File: src/rtl/tag_flush_sched.sv
// Tag flush sequencer: queues tags from the window controller and injects each into the
// column tag allocator, re-flushing while the allocator reports busy, then waits out the kernel.
module tag_flush_sched #(
  parameter int NUM_COL    = 8,
  parameter int FIFO_DEPTH = 4,
  parameter int MAX_RETRY  = 15,
  localparam int TAG_W     = $clog2(NUM_COL) + 1
) (
  input  logic             clk,
  input  logic             rstn,
  input  logic [7:0]       kernel_size,
  input  logic             req_valid,
  input  logic [TAG_W-1:0] req_tag,
  output logic             req_ready,
  output logic             flush,
  output logic [TAG_W-1:0] tag_in,
  input  logic             flush_busy,
  output logic             done,
  output logic             abort,
  output logic             cfg_err,
  output logic             tag_err,
  output logic             busy,
  output logic [2:0]       state_dbg
);

  localparam int PTR_W = $clog2(FIFO_DEPTH);
  localparam int CNT_W = PTR_W + 1;
  localparam logic [CNT_W-1:0] DEPTH_C   = CNT_W'(FIFO_DEPTH);
  localparam logic [7:0]       NUM_COL_C = 8'(NUM_COL);
  localparam logic [3:0]       MAX_R_C   = 4'(MAX_RETRY);

  typedef enum logic [2:0] {
    S_IDLE  = 3'd0,
    S_FLUSH = 3'd1,
    S_CHECK = 3'd2,
    S_SHIFT = 3'd3,
    S_DONE  = 3'd4
  } state_t;

  state_t state, state_nxt;

  logic [TAG_W-1:0] mem [FIFO_DEPTH];
  logic [PTR_W-1:0] wr_ptr, rd_ptr;
  logic [CNT_W-1:0] count;
  logic             full, empty;
  logic             accept, push, pop;
  logic             ks_legal;

  logic [TAG_W-1:0] cur_tag;
  logic [7:0]       ks;
  logic [7:0]       cnt;
  logic [3:0]       retry;
  logic             abort_q, cfg_err_q, tag_err_q;

  // Request handshake: a tag transfers on a rising clk edge where req_valid && req_ready;
  // the requester holds req_valid/req_tag stable until then. req_ready depends only on
  // the registered occupancy, so a pop never raises it within the same cycle.
  assign full      = (count == DEPTH_C);
  assign empty     = (count == '0);
  assign req_ready = !full;
  assign accept    = req_valid && req_ready;
  assign push      = accept && (req_tag != '0);
  assign ks_legal  = (kernel_size != 8'd0) && (kernel_size <= NUM_COL_C);
  assign pop       = (state == S_IDLE) && !empty && ks_legal;

  always_ff @(posedge clk or negedge rstn) begin
    if (!rstn) begin
      wr_ptr    <= '0;
      rd_ptr    <= '0;
      count     <= '0;
      tag_err_q <= 1'b0;
      for (int i = 0; i < FIFO_DEPTH; i++) mem[i] <= '0;
    end else begin
      tag_err_q <= accept && (req_tag == '0);
      if (push) begin
        mem[wr_ptr] <= req_tag;
        wr_ptr      <= wr_ptr + 1'b1;
      end
      if (pop) rd_ptr <= rd_ptr + 1'b1;
      case ({push, pop})
        2'b10:   count <= count + 1'b1;
        2'b01:   count <= count - 1'b1;
        default: count <= count;
      endcase
    end
  end

  always_ff @(posedge clk or negedge rstn) begin
    if (!rstn) state <= S_IDLE;
    else       state <= state_nxt;
  end

  always_comb begin
    state_nxt = state;
    case (state)
      S_IDLE:  if (pop) state_nxt = S_FLUSH;
      S_FLUSH: state_nxt = S_CHECK;
      S_CHECK: begin
        if (!flush_busy)          state_nxt = S_SHIFT;
        else if (retry < MAX_R_C) state_nxt = S_FLUSH;
        else                      state_nxt = S_IDLE;
      end
      S_SHIFT: if (cnt == 8'd0) state_nxt = S_DONE;
      S_DONE:  state_nxt = S_IDLE;
      default: state_nxt = S_IDLE;
    endcase
  end

  // Per-tag context; ks is latched at pop so later kernel_size changes do not disturb it.
  always_ff @(posedge clk or negedge rstn) begin
    if (!rstn) begin
      cur_tag   <= '0;
      ks        <= 8'd0;
      cnt       <= 8'd0;
      retry     <= 4'd0;
      abort_q   <= 1'b0;
      cfg_err_q <= 1'b0;
    end else begin
      abort_q <= (state == S_CHECK) && flush_busy && (retry == MAX_R_C);
      if ((state == S_IDLE) && !empty && !ks_legal) cfg_err_q <= 1'b1;
      if (pop) begin
        cur_tag <= mem[rd_ptr];
        ks      <= kernel_size;
        retry   <= 4'd0;
      end
      if (state == S_CHECK) begin
        if (!flush_busy)           cnt   <= ks - 8'd1;
        else if (retry != MAX_R_C) retry <= retry + 4'd1;
      end
      if ((state == S_SHIFT) && (cnt != 8'd0)) cnt <= cnt - 8'd1;
    end
  end

  always_comb begin
    flush  = 1'b0;
    done   = 1'b0;
    tag_in = '0;
    case (state)
      S_FLUSH: begin
        flush  = 1'b1;
        tag_in = cur_tag;
      end
      S_CHECK, S_SHIFT: tag_in = cur_tag;
      S_DONE: begin
        done   = 1'b1;
        tag_in = cur_tag;
      end
      default: tag_in = '0;
    endcase
  end

  assign abort     = abort_q;
  assign cfg_err   = cfg_err_q;
  assign tag_err   = tag_err_q;
  assign busy      = (state != S_IDLE) || !empty;
  assign state_dbg = state;

endmodule

File: config.mk
export PLATFORM = sky130hd
export DESIGN_NAME = tag_flush_sched
export DESIGN_NICKNAME = d
export VERILOG_FILES = /design/src/rtl/tag_flush_sched.sv
export SDC_FILE = /design/constraint.sdc
export NUM_CORES = 1
export LEC_CHECK = 0
export ABC_AREA = 1
export CAP_MARGIN = 10
export CORE_UTILIZATION = 45
export CTS_CLUSTER_DIAMETER = 120
export CTS_CLUSTER_SIZE = 24
export DETAILED_ROUTE_END_ITERATION = 16
export HOLD_SLACK_MARGIN = 0.12
export MAX_ROUTING_LAYER = met4
export PLACE_DENSITY_LB_ADDON = 0.3
export SLEW_MARGIN = 20
export SYNTH_ARGS = -nofsm -noshare
export SYNTH_HDL_FRONTEND = slang
export SYNTH_SLANG_ARGS = --single-unit
File: constraint.sdc
create_clock -name clk -period 6.2 [get_ports clk]
set_clock_uncertainty 0.05 [all_clocks]
set_input_delay 1.24 -clock clk [delete_from_list [all_inputs] [get_ports clk]]
set_output_delay 1.24 -clock clk [all_outputs]
set_load 0.1 [all_outputs]
# Word-level counts from Yosys, hierarchy flattened
# Cells that the tools add are included.
# W data, S select, Z words.
# word_totals
reg_bits	53
input_bits	16
out_inout_bits	14
word_cells	91
# classes
addsub	7
order_cmp	5
eq_ne	12
mux	22
bitwise	2
reduce_logical	28
# op_table
cell	count
$mux W4	8
$mux W8	3
$bwmux W16	1
$reduce_bool A8 Y1	2
$sub A8 B1 Y8 const B	2
$pmux W3 S4	1
$logic_and A1 B1 Y1	11
$bmux W4 S2	1
$demux W4 S2	1
$le A8 B4 Y1 const B	1
$logic_not A8 Y1	1
$eq A3 B2 Y1 const B	2
$eq A3 B3 Y1 const B	2
$ge A3 B3 Y1 const B	2
$logic_not A3 Y1	2
$mux W3	2
$not A2 Y3	2
$pmux W3 S2	1
$add A2 B1 Y2 const B	2
$add A4 B1 Y4 const B	1
$eq A4 B4 Y1 const B	1
$logic_not A4 Y1	1
$lt A4 B4 Y1 const B	1
$ne A2 B2 Y1 const B	2
other kinds (17)	23

# Logic depth before layout (Yosys ltp)
# depth
depth_word	8
depth_mapped	14
depth_no_buf	14

# Least setup slack after synthesis
# No wires, ideal clock.
# synth_path
kind	reg-to-output
start	reg state[2], in the netlist state_dbg[2]
end	out tag_in[0]
arrival_ns	4.017
t_required_ns	4.910
slack_ns	0.893
path_stages_with_launch	5
n_path_buf	0
path_cell_list	dfrtp_1 > inv_1 > nor2_1 > nor2_1 > nor2_1
# synth_between
elab_chain_len	3
elab_cells_between_ends	6
cone_classes	4 x eq/ne; 1 x mux; 1 x reduce/logical
# synth_lines
element	line	source
from (decl)	40	state_t state, state_nxt;
from (signal assigned)	90	else state <= state_nxt;
$eq A3 B2 Y1, or another cell as far along	138	case (state)
$reduce_or A4 Y1 (no line) *	--	
$mux W4 *	138	
to (decl)	16	output logic [TAG_W-1:0] tag_in,
# Mark *: on every way between the ends. The rest lies on a longest branch, timed or not.

# Final worst setup path
# layout_path
start	reg state[1], in the netlist state_dbg[1]
end	out tag_in[3]
# The elaborated chain is that of the path after synthesis.

==> flow_summary.json <==
{
  "startpoint_type": "flip-flop",
  "syn_nets": 375,
  "synth_warnings": 0,
  "antenna_found_initial": 0,
  "grtUsageMet3_pct": 2.70,
  "final_max_slew_viol_count": 0,
  "crit_required_ns": 4.91,
  "critPathArrivalTime_ns": 2.49,
  "post_cts_buffers": 0,
  "hp-class": "flip-flop to flip-flop",
  "cts.path.max_buffers": 2,
  "final_net_count": 405,
  "fill_cells": 587,
  "avgSynthCellArea_um2": 8.00,
  "drc_errors": 0,
  "drtIter0Drc": 119,
  "swShare_pct": 49.9,
  "drive_above_1_share_pct": 8.66,
  "seq_area_frac_synth_pct": 47.2,
  "final_common_cell": "nand2_1",
  "p_int_uw": 858,
  "power-per-cell-area_nw_per_um2": 530,
  "cap_violations": 0,
  "wl_per_cell_um": 12.4,
  "crit_type": "flip-flop to output port",
  "synthFlopType": "dfrtp_1",
  "max_freq_ghz": 0.265,
  "finalSetupTns_ns": 0,
  "p_switching_uw": 854,
  "period_share_pct": 60.9,
  "cp_max_fo": 5,
  "cts_tree": "built",
  "diodes": 0,
  "setup_viol": 0,
  "min_period_ns": 3.78,
  "dp_slack_ns": 2.24,
  "num_rows": 28,
  "crit_start": "state_dbg[1]",
  "dp_hpwl_mm": 4.13,
  "h-tree-depth": 2,
  "grt_pass1_wl_mm": 9.94,
  "track_usage_pct": 20.5,
  "core_area_um2": 5960,
  "vias_per_cell": 5.08,
  "postCtsHoldBufs": 0,
  "regArea_um2": 1330,
  "pwr-share-comb_pct": 53.1,
  "grt.overflow.total": 0,
  "finalWirelength_mm": 5.64,
  "final_hold_viol_count": 0,
  "clock_power_share_pct": 11.6,
  "busiest_layer": "met2",
  "io_pins": 30,
  "synth-async-reset-ratio_pct": 100,
  "die_h_um": 81.0,
  "grt_max_degree": 54,
  "final_cell_mix": "nand2_1, dfrtp_1, inv_1, o21ai_0, nor2_1",
  "fp.dieW_um": 81.0,
  "final.setup.worst_slack_ns": 2.42,
  "rsz0062_at_grt": "false",
  "endpoint_kind": "output port",
  "outcome": "finished, final reports clean",
  "netlist_area_um2": 2810,
  "clk_latency_ns": 0.30,
  "reg2reg_from": "state_dbg[1]",
  "synthToLayoutAreaGrowth_pct": 14.9,
  "worst_pin_slew_ns": 0.975,
  "crit_end": "tag_in[3]",
  "ant_nets": 0,
  "dieArea_um2": 6560,
  "slew_headroom_pct": 34.8,
  "multi_input_area_um2": 1230,
  "dr.pass1.iters": 4,
  "ys_seq_elements": 53,
  "cts_made_buffers": 5,
  "use_met2_pct": 32.1,
  "yosysUniqueCellTypes": 31,
  "first_global_vias": 2188,
  "gp_congestion": 0.817,
  "cts_resized": 0,
  "initial_utilization_pct": 47.2,
  "r2r_end": "count[2]",
  "r2r_cells": 13,
  "clock-sinks": 53,
  "peakVddDrop_v": 0.000429,
  "p_seq_share_pct": 35.4,
  "root_buffer": "clkbuf_8",
  "p_leak_nw": 1.52,
  "vias": 2315,
  "io_buffers": 29,
  "grt_util_met1_pct": 27.5,
  "syn-instance-count": 351,
  "rrSetupSlack_ns": 3.47,
  "synth_edf_count": 0,
  "clkTransAtPathRegs_ns": 0.09
}
-- worst max-delay path: stages (launching register included) --
cell and delay (ns):
dfrtp_1 0.43, nor2_1 0.15, inv_1 0.08, nor2_1 0.14, nor2_1 0.10, nor2_1 0.14, clkdlybuf4s50_1 1.15
-- layer usage --
metal | wire [um] | vias to the layer above
li1 | - | 1165
met1 | 2780 | 1105
met2 | 2640 | 38
met3 | 154 | 7
met4 | 70 | 0
met5 | 0 | -
-- per-stage QoR --
| stage | hold slack (ns) | power [mW] | cell area [um^2] | utilization (%) | cells |
|---|---|---|---|---|---|
| after floorplan | 0.408 | 1.33 | 2810 | - | 351 |
| after global placement | 0.426 | 1.50 | 3140 | 52.7 | 449 |
| after detailed placement | 0.435 | 1.52 | 3140 | 52.7 | 449 |
| after CTS | 0.456 | 1.72 | 3230 | 54.2 | 456 |
| after global routing | 0.471 | 1.87 | 3230 | 54.2 | 456 |
| final | 0.452 | 1.71 | 3230 | 54.2 | 456 |
-- worst min-delay path by stage --
stage / cells after the start / slack, ns / from / endpoint
final: 2 / 0.45 / ks[7] / ks[7]
after global placement: 2 / 0.43 / ks[5] / ks[5]
after detailed placement: 2 / 0.43 / ks[7] / ks[7]
after floorplan: 2 / 0.41 / mem[12] / mem[12]
after CTS: 2 / 0.46 / ks[7] / ks[7]
after global routing: 2 / 0.47 / ks[7] / ks[7]
-- flip-flops by register name, indices dropped and copies added, names as in the netlist --
| name | flops |
|---|---|
| cfg_err | 1 |
| state_dbg | 3 |
| ks | 8 |
| rd_ptr | 2 |
| count | 3 |
| tag_err | 1 |
| wr_ptr | 2 |
| cur_tag | 4 |
| retry | 4 |
| cnt | 8 |
| mem | 16 |
| abort | 1 |
-- cell type report --
cell class | count | area share, %
sequential | 53 | 41.1
multi-input combinational | 238 | 38.1
timing repair buffer | 30 | 9.07
inverter | 53 | 6.17
tap | 75 | 2.91
clock buffer | 7 | 2.68
-- kinds of logic (layout without fill, tap and decap cells) --
kind of cell / Yosys count / count (layout) / synth area share, %
fa+ha+maj: 8 / 8 / 3.83
buf+inv: 60 / 90 / 9.04
xor+xnor: 6 / 6 / 1.87
compound gates: 65 / 65 / 12.2
flops: 53 / 53 / 47.2
simple gates: 159 / 159 / 25.8
-- power by group through the flow --
| stage | Sequential (mW) | Clock, mW | Combinational, mW |
|---|---|---|---|
| 2_1_floorplan | 0.646 | 0 | 0.681 |
| 4_1_cts | 0.606 | 0.203 | 0.914 |
| 5_1_grt | 0.627 | 0.216 | 1.03 |
| 6_report | 0.605 | 0.198 | 0.908 |
| 3_3_place_gp | 0.607 | 0 | 0.891 |
| 3_5_place_dp | 0.612 | 0 | 0.908 |
-- synth_stat cells, types with 2 or more instances --
library cell / number / area (um^2)
a21oi_1: 12 / 60.1
xnor2_1: 2 / 17.5
a31oi_1: 5 / 31.3
nor2_4: 4 / 45.0
nand3b_1: 4 / 30.0
o21ai_1: 2 / 10.0
inv_1: 50 / 188
nor2_1: 39 / 146
nand2_1: 76 / 285
ha_1: 7 / 87.6
inv_2: 3 / 11.3
dfrtp_1: 53 / 1330
o21ai_2: 2 / 17.5
buf_6: 3 / 33.8
nor2_2: 3 / 18.8
o21ai_0: 42 / 210
nand3_1: 16 / 80.1
nor3_1: 2 / 10.0
xor2_1: 4 / 35.0
buf_2: 2 / 10.0
nand2_2: 10 / 62.6
(Power assumes the default switching activity.)
